### src/rtl/chan_arbiter_pkg.sv
// Shared types and helpers for the channel arbiter: FSM state encoding,
// channel-index width helper and the tagged-word layout selector.
package chan_arbiter_pkg;

  typedef enum logic [1:0] {
    ST_SCAN   = 2'd0,
    ST_SEND   = 2'd1,
    ST_SETTLE = 2'd2
  } arb_state_t;

  // Channel index occupies the MSBs of the tagged output word.
  localparam bit TAG_CH_IN_MSB = 1'b1;

  function automatic int unsigned ch_width(input int unsigned n);
    return (n <= 2) ? 1 : $clog2(n);
  endfunction

endpackage

### src/rtl/chan_arbiter_if.sv
// FIFO-side and sink-side signals of the channel arbiter. The arbiter
// connects through the master modport; FIFOs and sink use the slave modport.
interface chan_arbiter_if
  import chan_arbiter_pkg::*;
#(
  parameter int unsigned CH_NO  = 4,
  parameter int unsigned DATA_W = 32
);
  localparam int unsigned CH_W = ch_width(CH_NO);

  logic                     enable;
  logic [CH_NO-1:0]         available;
  logic [DATA_W*CH_NO-1:0]  data_in;
  logic [CH_NO-1:0]         read;
  logic [DATA_W-1:0]        out_data;
  logic                     out_valid;
  logic                     out_ready;
  logic [CH_W-1:0]          cur_ch;

  modport master (
    input  enable, available, data_in, out_ready,
    output read, out_data, out_valid, cur_ch
  );

  modport slave (
    output enable, available, data_in, out_ready,
    input  read, out_data, out_valid, cur_ch
  );

endinterface

### src/rtl/chan_arbiter_rr_pick.sv
// Combinational rotate-priority encoder: returns the first requesting
// index at or after ptr, wrapping modulo CH_NO.
module rr_pick
  import chan_arbiter_pkg::*;
#(
  parameter int unsigned CH_NO = 4,
  parameter int unsigned CH_W  = ch_width(CH_NO)
) (
  input  logic [CH_NO-1:0] req,
  input  logic [CH_W-1:0]  ptr,
  output logic [CH_W-1:0]  gnt_idx,
  output logic             any
);

  int unsigned     idx;
  logic [CH_W-1:0] sel;

  always_comb begin
    gnt_idx = '0;
    any     = 1'b0;
    idx     = 0;
    sel     = '0;
    for (int unsigned k = 0; k < CH_NO; k++) begin
      // Explicit compare-and-subtract keeps the wrap correct for non-power-of-2 CH_NO.
      idx = 32'(ptr) + k;
      if (idx >= CH_NO) idx = idx - CH_NO;
      sel = idx[CH_W-1:0];
      if (!any && req[sel]) begin
        any     = 1'b1;
        gnt_idx = sel;
      end
    end
  end

endmodule

### src/rtl/chan_arbiter.sv
// Round-robin burst arbiter popping words from CH_NO FWFT FIFOs onto one
// tagged valid/ready sink. Define ARB_STATS_EN to add the words_sent counter.
module chan_arbiter
  import chan_arbiter_pkg::*;
#(
  parameter int unsigned CH_NO     = 4,
  parameter int unsigned DATA_W    = 32,
  parameter int unsigned BURST_MAX = 4
) (
  input  logic           i_clk,
  input  logic           _rst,
`ifdef ARB_STATS_EN
  input  logic           stats_clr,
  output logic [15:0]    words_sent,
`endif
  chan_arbiter_if.master bus
);

  localparam int unsigned     CH_W      = ch_width(CH_NO);
  localparam int unsigned     BC_W      = $clog2(BURST_MAX + 1);
  localparam logic [BC_W-1:0] BURST_LIM = BC_W'(BURST_MAX);
  localparam logic [CH_W-1:0] LAST_CH   = CH_W'(CH_NO - 1);

  arb_state_t        state_q, state_d;
  logic [CH_W-1:0]   rr_ptr_q, rr_ptr_d;
  logic [CH_W-1:0]   cur_ch_q, cur_ch_d;
  logic [BC_W-1:0]   burst_q, burst_d;
  logic [CH_NO-1:0]  read_q, read_d;
  logic [DATA_W-1:0] out_data_q, out_data_d;
  logic              out_valid_q, out_valid_d;

  logic [CH_W-1:0]   pick_idx;
  logic              pick_any;
  logic [DATA_W-1:0] head [CH_NO];

  for (genvar k = 0; k < CH_NO; k++) begin : g_head
    assign head[k] = bus.data_in[DATA_W*k +: DATA_W];
  end

  function automatic logic [CH_NO-1:0] onehot(input logic [CH_W-1:0] ch);
    return CH_NO'(1) << ch;
  endfunction

  function automatic logic [DATA_W-1:0] tag_word(input logic [CH_W-1:0] ch,
                                                 input logic [DATA_W-1:0] w);
    if (TAG_CH_IN_MSB) return {ch, w[DATA_W-1-CH_W:0]};
    else               return {w[DATA_W-1:CH_W], ch};
  endfunction

  rr_pick #(
    .CH_NO (CH_NO),
    .CH_W  (CH_W)
  ) u_pick (
    .req     (bus.available),
    .ptr     (rr_ptr_q),
    .gnt_idx (pick_idx),
    .any     (pick_any)
  );

  always_comb begin
    state_d     = state_q;
    rr_ptr_d    = rr_ptr_q;
    cur_ch_d    = cur_ch_q;
    burst_d     = burst_q;
    read_d      = '0;
    out_data_d  = out_data_q;
    out_valid_d = out_valid_q;
    case (state_q)
      ST_SCAN: begin
        out_valid_d = 1'b0;
        if (bus.enable && pick_any) begin
          cur_ch_d    = pick_idx;
          read_d      = onehot(pick_idx);
          out_data_d  = tag_word(pick_idx, head[pick_idx]);
          out_valid_d = 1'b1;
          burst_d     = BC_W'(1);
          state_d     = ST_SEND;
        end
      end
      ST_SEND: begin
        if (bus.out_ready) begin
          out_valid_d = 1'b0;
          state_d     = ST_SETTLE;
        end
      end
      ST_SETTLE: begin
        // available has had a cycle to reflect the previous pop by now.
        if (bus.enable && bus.available[cur_ch_q] && (burst_q < BURST_LIM)) begin
          read_d      = onehot(cur_ch_q);
          out_data_d  = tag_word(cur_ch_q, head[cur_ch_q]);
          out_valid_d = 1'b1;
          burst_d     = burst_q + 1'b1;
          state_d     = ST_SEND;
        end else begin
          rr_ptr_d = (cur_ch_q == LAST_CH) ? '0 : cur_ch_q + 1'b1;
          state_d  = ST_SCAN;
        end
      end
      default: state_d = ST_SCAN;
    endcase
  end

  always_ff @(posedge i_clk or negedge _rst) begin
    if (!_rst) begin
      state_q     <= ST_SCAN;
      rr_ptr_q    <= '0;
      cur_ch_q    <= '0;
      burst_q     <= '0;
      read_q      <= '0;
      out_data_q  <= '0;
      out_valid_q <= 1'b0;
    end else begin
      state_q     <= state_d;
      rr_ptr_q    <= rr_ptr_d;
      cur_ch_q    <= cur_ch_d;
      burst_q     <= burst_d;
      read_q      <= read_d;
      out_data_q  <= out_data_d;
      out_valid_q <= out_valid_d;
    end
  end

  assign bus.read      = read_q;
  assign bus.out_data  = out_data_q;
  assign bus.out_valid = out_valid_q;
  assign bus.cur_ch    = cur_ch_q;

`ifdef ARB_STATS_EN
  always_ff @(posedge i_clk or negedge _rst) begin
    if (!_rst) begin
      words_sent <= '0;
    end else if (stats_clr) begin
      words_sent <= '0;
    end else if (out_valid_q && bus.out_ready && (words_sent != '1)) begin
      words_sent <= words_sent + 16'd1;
    end
  end
`endif

endmodule

### src/flat_wrapper.sv
// flat-port wrapper written by rule: the top's interface ports become plain ports
module chan_arbiter_flat import chan_arbiter_pkg::*;
#(
  parameter int unsigned CH_NO     = 4,
  parameter int unsigned DATA_W    = 32,
  parameter int unsigned BURST_MAX = 4
)
  (i_clk, _rst, bus_enable, bus_available, bus_data_in, bus_out_ready, bus_read, bus_out_data, bus_out_valid, bus_cur_ch);
  chan_arbiter_if #(.CH_NO(CH_NO), .DATA_W(DATA_W)) bus_i ();
  input  logic i_clk;
  input  logic _rst;
  input wire logic [$bits(bus_i.enable)-1:0] bus_enable;
  input wire logic [$bits(bus_i.available)-1:0] bus_available;
  input wire logic [$bits(bus_i.data_in)-1:0] bus_data_in;
  input wire logic [$bits(bus_i.out_ready)-1:0] bus_out_ready;
  output wire logic [$bits(bus_i.read)-1:0] bus_read;
  output wire logic [$bits(bus_i.out_data)-1:0] bus_out_data;
  output wire logic [$bits(bus_i.out_valid)-1:0] bus_out_valid;
  output wire logic [$bits(bus_i.cur_ch)-1:0] bus_cur_ch;
  assign bus_i.enable = bus_enable;
  assign bus_i.available = bus_available;
  assign bus_i.data_in = bus_data_in;
  assign bus_i.out_ready = bus_out_ready;
  assign bus_read = bus_i.read;
  assign bus_out_data = bus_i.out_data;
  assign bus_out_valid = bus_i.out_valid;
  assign bus_cur_ch = bus_i.cur_ch;
  chan_arbiter #(.CH_NO(CH_NO), .DATA_W(DATA_W), .BURST_MAX(BURST_MAX)) u_core (.i_clk(i_clk), ._rst(_rst), .bus(bus_i));
endmodule
### config.mk
export PLATFORM = sky130hd
export DESIGN_NAME = chan_arbiter_flat
export DESIGN_NICKNAME = d
export VERILOG_FILES = /design/src/rtl/chan_arbiter_pkg.sv /design/src/rtl/chan_arbiter_if.sv /design/src/rtl/chan_arbiter_rr_pick.sv /design/src/rtl/chan_arbiter.sv /design/src/flat_wrapper.sv
export SDC_FILE = /design/constraint.sdc
export NUM_CORES = 1
export LEC_CHECK = 0
export CORE_ASPECT_RATIO = 0.8
export CORE_UTILIZATION = 40
export CTS_CLUSTER_SIZE = 16
export DETAILED_ROUTE_END_ITERATION = 7
export GPL_TIMING_DRIVEN = 1
export PLACE_DENSITY = 0.74
export SLEW_MARGIN = 20
export SYNTH_ARGS = -nofsm -noshare
export SYNTH_HDL_FRONTEND = slang
export SYNTH_SLANG_ARGS = --single-unit
### constraint.sdc
create_clock -name i_clk -period 3.1 [get_ports i_clk]
set_clock_uncertainty 0.2 [all_clocks]
set_input_delay 0.62 -clock i_clk [delete_from_list [all_inputs] [get_ports i_clk]]
set_output_delay 0.62 -clock i_clk [all_outputs]
set_load 0.01 [all_outputs]
# After elaboration in Yosys (flattened, before gate mapping)
# Index checks and enable logic that the tools add are counted.
[word_totals] out_inout_bits=39 in_bits=136 reg_bits=46
[op_classes] add_sub_neg=9 shift=2 reduce_logical=17 eq_ne=6 magnitude_cmp=12 n_bitwise=3 n_mux=46
[op_table] cell="binary-select mux 32 bit (select 2 bit)" n=2
[op_table] cell="two-way mux 30 bit" n=4
[op_table] cell="two-way mux 32 bit" n=2
[op_table] cell="one-hot mux 32 bit (2 select lines)" n=1
[op_table] cell="two-way mux 2 bit" n=11
[op_table] cell="greater-or-equal comparator 3 bit (second input constant)" n=5
[op_table] cell="< comparator 2 x 3 -> 1 bit (second input constant)" n=5
[op_table] cell="two-way mux 1 bit" n=13
[op_table] cell="binary-select mux 1 bit (select 2 bit)" n=5
[op_table] cell="two-way mux 4 bit" n=2
[op_table] cell="one-hot mux 4 bit (2 select lines)" n=1
[op_table] cell="left shift 1 x 2 -> 4 bit (first input constant)" n=2
[op_table] cell="subtractor 2 x 1 -> 2 bit (second input constant)" n=4
[op_table] cell="adder 2 x 2 -> 3 bit (second input constant)" n=2
[op_table] cell="logical AND 1 bit" n=6
[op_table] cell="two-way mux 3 bit" n=2
[op_table] cell="NOT 2 -> 3 bit" n=2
[op_table] cell="one-hot mux 2 bit (3 select lines)" n=1
[op_table] cell="one-hot mux 3 bit (2 select lines)" n=1
[op_table] cell="AND reduction 2 bit" n=3
[op_table] cell="AND reduction 3 bit" n=2
[op_table] cell="== test 2 bit (second input constant)" n=2
[op_table] cell="inequality test 2 x 1 -> 1 bit (second input constant)" n=2
[op_table] cell="adder 2 x 1 -> 3 bit (second input constant)" n=1
[op_table] cell="other kinds (12)" n=14

# Longest topological paths before layout
[depth] depth_word=20 ltp_mapped=8 ltp_nobuf=6

# By module
# Synthesis repeated with hierarchy kept, for this count alone.
[hier_totals] hier_cells=348 area_unflattened_um2=4070.2
[modules_own_cells] module="chan_arbiter" area_per_inst_um2=3992.6 seq_area_each_um2=1151.1 cells_per_inst=333 instances=1
[modules_own_cells] module="rr_pick" area_per_inst_um2=77.6 seq_area_each_um2=0.0 cells_per_inst=15 instances=1

# Least setup slack after synthesis
# OpenSTA, ideal clock, no wires.
[synth_path] path_type="input to register" start="input port bus_available[1]" end="register u_core.out_data_q[15] (netlist: u_core.bus.out_data[15])" setup_ps=141 stages=6 arrival_time_ps=1744 setup_slack_ps=1014 t_required_ps=2759 cell_sequence="o41ai_2 nand2_1 o21a_1 clkbuf_1 a21oi_1 a41oi_2"
[synth_between] elab_chain_len=18 elab_cells_between_ends=36 cone_classes="eq/ne: 2; mux: 23; bitwise: 1; reduce/logical: 10"
[synth_rtl] element="start, declared" line_no="flat_wrapper.sv:13" source="input wire logic [$bits(bus_i.available)-1:0] bus_available;"
[synth_rtl] element="binary-select mux 1 bit (select 2 bit)" line_no="chan_arbiter_rr_pick.sv:28" source="if (!any && req[sel]) begin"
[synth_rtl] element="two-way mux 1 bit (implied by the code)" line_no="chan_arbiter_rr_pick.sv:28"
[synth_rtl] element="two-way mux 1 bit" line_no="chan_arbiter_rr_pick.sv:28"
[synth_rtl] element="logical NOT 1 bit" line_no="chan_arbiter_rr_pick.sv:28"
[synth_rtl] element="logical AND 1 bit" line_no="chan_arbiter_rr_pick.sv:28"
[synth_rtl] element="two-way mux 1 bit" line_no="chan_arbiter_rr_pick.sv:28"
[synth_rtl] element="logical NOT 1 bit" line_no="chan_arbiter_rr_pick.sv:28"
[synth_rtl] element="logical AND 1 bit" line_no="chan_arbiter_rr_pick.sv:28"
[synth_rtl] element="two-way mux 1 bit" line_no="chan_arbiter_rr_pick.sv:28"
[synth_rtl] element="logical NOT 1 bit" line_no="chan_arbiter_rr_pick.sv:28"
[synth_rtl] element="logical AND 1 bit" line_no="chan_arbiter_rr_pick.sv:28"
[synth_rtl] element="two-way mux 2 bit" line_no="chan_arbiter_rr_pick.sv:28"
[synth_rtl] element="NOT 2 -> 3 bit (implied by the code)" line_no="chan_arbiter.sv:74" source="out_data_d = tag_word(pick_idx, head[pick_idx]);"
[synth_rtl] element="binary-select mux 32 bit (select 2 bit)" line_no="chan_arbiter.sv:74"
[synth_rtl] element="two-way mux 30 bit (implied by the code) (2 in a row)" line_no="chan_arbiter.sv:74"
[synth_rtl] element="two-way mux 32 bit" line_no="chan_arbiter.sv:71" source="if (bus.enable && pick_any) begin"
[synth_rtl] element="one-hot mux 32 bit (2 select lines)" line_no="chan_arbiter.sv:68" source="case (state_q)"
[synth_rtl] element="end signal, assigned" line_no="chan_arbiter.sv:118" source="out_data_q <= out_data_d;"
[synth_rtl] element="end, declared" line_no="chan_arbiter.sv:29" source="logic [DATA_W-1:0] out_data_q, out_data_d;"
# Several ways; a longest one is shown, not always the timed one. The select of a mux whose other input is x is not followed.
# A chain may end at the register's enable or synchronous reset.

# Final worst setup path
[layout_path] start="input port bus_available[3]" end="register u_core.out_data_q[5] (netlist: u_core.bus.out_data[5])"
# The elaborated chain is that of the path after synthesis.

==> run summary <==
For this run, the number of Yosys warnings is 0. The min-delay analysis places its worst path in the category input pin to async pin. The startpoint kind of the worst setup timing path is an input pin. The cell area after synthesis came out at 4470 sq um. In this run the number of H-tree levels came out at 2. The worst hold margin is about 0.23 ns. The number of violations reported at the end of detailed-routing iteration 0 came out at 461. The floorplan die area is 11,600 sq um. The critical path is of the input pin to register type. The largest fanout on the critical path came out at 26.

The first global-routing pass estimated 25,300 um of wire. The number of antenna diodes in the final layout is 0. The endpoint identified for the worst register-to-register timing path is u_core.bus.out_data[0].

Once the clock tree was built, the resizer swapped 0 gates to a different size. The port buffer count is 166. After detailed routing, the number of remaining DRC violations is 0. The average instance in the mapped netlist occupies 9.62 sq um.

For the final routed database, the setup TNS stands at 0 ns. The CTS buffer count is 5. The sequential area share after synthesis is 25.7%. The number of fillers in the final layout is 957. The routed layout has 4,623 vias. The required arrival time at the worst endpoint is between 3 and 4 ns. In the synthesized netlist, the number of instances is 465.

The setup slack of the critical path after layout is 0.385 ns. Across the run, the number of max-cap violations was 0. The worst flop-to-flop path startpoint is u_core.state_q[0]. The detail-routed via count per cell is 6.10.

The via count of the first global-routing pass came to 4,790. The number of nets in the synthesized netlist is 612. The tree is rooted in a sky130_fd_sc_hd__clkbuf_16. In the post-synthesis netlist, the cell with the most instances is sky130_fd_sc_hd__dfrtp_1. The detailed-route wire length per cell is 20.6 um. After clock tree synthesis, the clock-pin slew on the worst setup and hold paths is 0.06 ns. During I/O placement, the number of pins put on the boundary was approximately 180. Combinational logic is responsible for just over 70% of the overall power. The net switching power came out at 0.00248 W. The final setup violation count came out at 0. The total core area came out at 10,900 sq um.

The total setup buffers inserted after CTS came out at 0. Sorting the synthesized cells by area gives the leading types as sky130_fd_sc_hd__dfrtp_1 26%, sky130_fd_sc_hd__mux4_2 15%, sky130_fd_sc_hd__a41oi_2 6.9%. The total power per unit cell area is about 870 nW/um^2.

The later-pin clock latency in the skew report is about 0.28 ns. The worst setup path is captured at a register. The half-perimeter wire length after detailed placement is 11,100 um. The post-layout instance count excluding filler cells came out at 758. The flow ran to the end, and the final reports show no timing, DRC or antenna violations.

Counting flops with a built-in enable in the synthesized netlist gives 0. The longest clock path from root to sink contains 2 buffers. The combined global-route utilization of all metal layers is 27.7%. The maximum clock frequency is 368 MHz. Setup repair after global routing left no endpoint under its margin. The number of antenna violations at the first check in global routing came out at 0. The share of flip-flops with an asynchronous set or reset after synthesis is 100%. Before CTS, the worst setup slack after placement is ~0.15 ns.

The fraction of synthesized cell area taken by the top area cell type came out at 25.7%. The most used flip-flop cell after synthesis is sky130_fd_sc_hd__dfrtp_1. In this run, the clock network consumes 9.5% of the power. TritonCTS built the clock tree. The chip height is 96.6 um.

Summing all multi-input logic gate instances after layout gives 3070 sq um. The count of antenna-violating nets left after detailed routing came out at 0. From synthesis to final layout, the design area changed by 44.8%. Summed over all layers, the global routing overflow is 0. The congestion estimate from routability-driven global placement came to 0.873. For the worst setup path, the data arrival time is around 2.7 ns. The final critical path takes up between 80% and 90% of the cycle. The flop-to-flop setup slack is around 0.53 ns.

Net switching is 44.1% of the power. The share of final-layout standard cells stronger than drive strength 1 is 19.2%. The portion of total power attributed to sequential cells is 20.1%. The internal cell power came out at between 0.003 and 0.004 W. The final wirelength came out at approximately 16,000 um. The post-cts hold buffer count came out at 0. Ranked by instance count, the synthesized netlist is headed by 46 x sky130_fd_sc_hd__dfrtp_1, 41 x sky130_fd_sc_hd__o21ai_0, 40 x sky130_fd_sc_hd__a21o_1. The count of unique library cells instantiated by Yosys is 38. The number of cells traversed by the worst register-to-register path is 8. The final count of pins violating max slew is 0. In this run, synthesis produced a sequential element count of 46. The headroom to the max-slew limit is 59.1%. The transition time at the pin with the least slew margin came out at a little over 0.6 ns. The tree built by TritonCTS fans out to 46 sinks. In this run the static leakage power is 2.45 nW. The worst path needs 2.72 ns of the cycle, external delays included.

In the final design database the tool counted 761 nets. The starting density of the core is 41.1%. The width of the chip came out at between 100 and 150 um. The maximum number of pins on one net before global-route repair is 47.

The biggest area contributor in the post-synthesis netlist is sky130_fd_sc_hd__dfrtp_1. Row generation in the floorplan step produced 34 rows. In this run, placement finished with an instance count of between 700 and 800. The final hold violation count is 0. The worst-case IR drop observed on VDD is about 0.00043 V.

The number of iterations in the first detailed-routing pass is 5. Registers take approximately 1200 sq um.
[kinds of logic (layout without fill, tap and decap cells)]
logic type	after synthesis	in the layout	synth area share, %
mux	35	35	16.2
flops	46	46	25.7
compound gates	191	191	35.2
buf+inv	58	207	6.32
simple gates	124	124	13.4
fa+ha+maj	11	11	3.08
[state kept, by name, summed over array words and instances (netlist names)]
register              count
u_core.bus.out_data      32
u_core.bus.read           4
u_core.burst_q            3
u_core.bus.cur_ch         2
u_core.rr_ptr_q           2
u_core.state_q            2
u_core.bus.out_valid      1
[worst max-delay path by stage]
stage / from / to / slack [ns] / cells past startpoint
floorplan: bus_available[1] / u_core.bus.out_data[15] / 1.01 / 6
global placement: bus_available[3] / u_core.bus.out_data[12] / 0.23 / 7
detailed placement: bus_available[3] / u_core.bus.out_data[5] / 0.15 / 7
CTS: bus_available[3] / u_core.bus.out_data[5] / 0.45 / 7
global route: bus_available[3] / u_core.bus.out_data[5] / 0.28 / 7
finish: bus_available[3] / u_core.bus.out_data[5] / 0.38 / 7
[critical path, cell delays in order]
cell and delay (ns):
sky130_fd_sc_hd__clkdlybuf4s50_1 0.71, sky130_fd_sc_hd__mux2i_1 0.25, sky130_fd_sc_hd__a2bb2oi_4 0.26, sky130_fd_sc_hd__buf_4 0.34, sky130_fd_sc_hd__nand3_1 0.13, sky130_fd_sc_hd__a21o_1 0.20, sky130_fd_sc_hd__a41oi_2 0.20
[layout make-up]
cell class	count	share of cell area [%]
inverters	6	0.348
well taps	144	2.78
repair buffers	194	29.6
flip-flops and latches	46	17.8
clock buffers	7	2.20
multi-input cells	361	47.3
[metal layers]
metal / vias up / track usage [%] / wire length [um]
li1: 2108 / - / -
met2: 251 / 46.0 / 7300
met1: 2252 / 37.2 / 6760
met4: 0 / 8.33 / 158
met3: 12 / 4.75 / 1370
met5: - / 0 / 0
[stage by stage]
step                      utilization (%)  total power [W]  cell area [sq um]
after CTS                            59.5          0.00564               6480
after detailed placement             58.2          0.00508               6340
final                                59.5          0.00563               6480
after global placement               58.2          0.00499               6340
after global routing                 59.5          0.00601               6480
after floorplan                         -          0.00364               4470
[placed cells by master, fill, tap and decap left out, drive strengths merged]
cell type        n
o41ai           12
mux2             1
o2bb2ai          1
or2              1
nor2b            2
nor2            19
a2bb2oi          1
a211oi          23
clkbuf           7
a41oi           20
a31o             1
mux4            30
a21o            40
dfrtp           46
o21ai           56
nand3           38
o32ai            1
nand2b           2
a22o             2
clkdlybuf4s50  165
buf             29
a21oi           26
inv              6
nand2           37
o21a             1
o31ai            3
and3            22
nor3b            1
and4             1
a31oi            4
ha              11
mux2i            4
or3              1
[power groups by stage]
stage,Clock (W),Combinational (W),Sequential (W)
3_5_place_dp,0,0.00395,0.00113
4_1_cts,0.000547,0.00396,0.00113
6_report,0.000537,0.00396,0.00113
3_3_place_gp,0,0.00387,0.00112
2_1_floorplan,0,0.00245,0.00119
5_1_grt,0.000582,0.00426,0.00116
(Power assumes the default switching activity.)
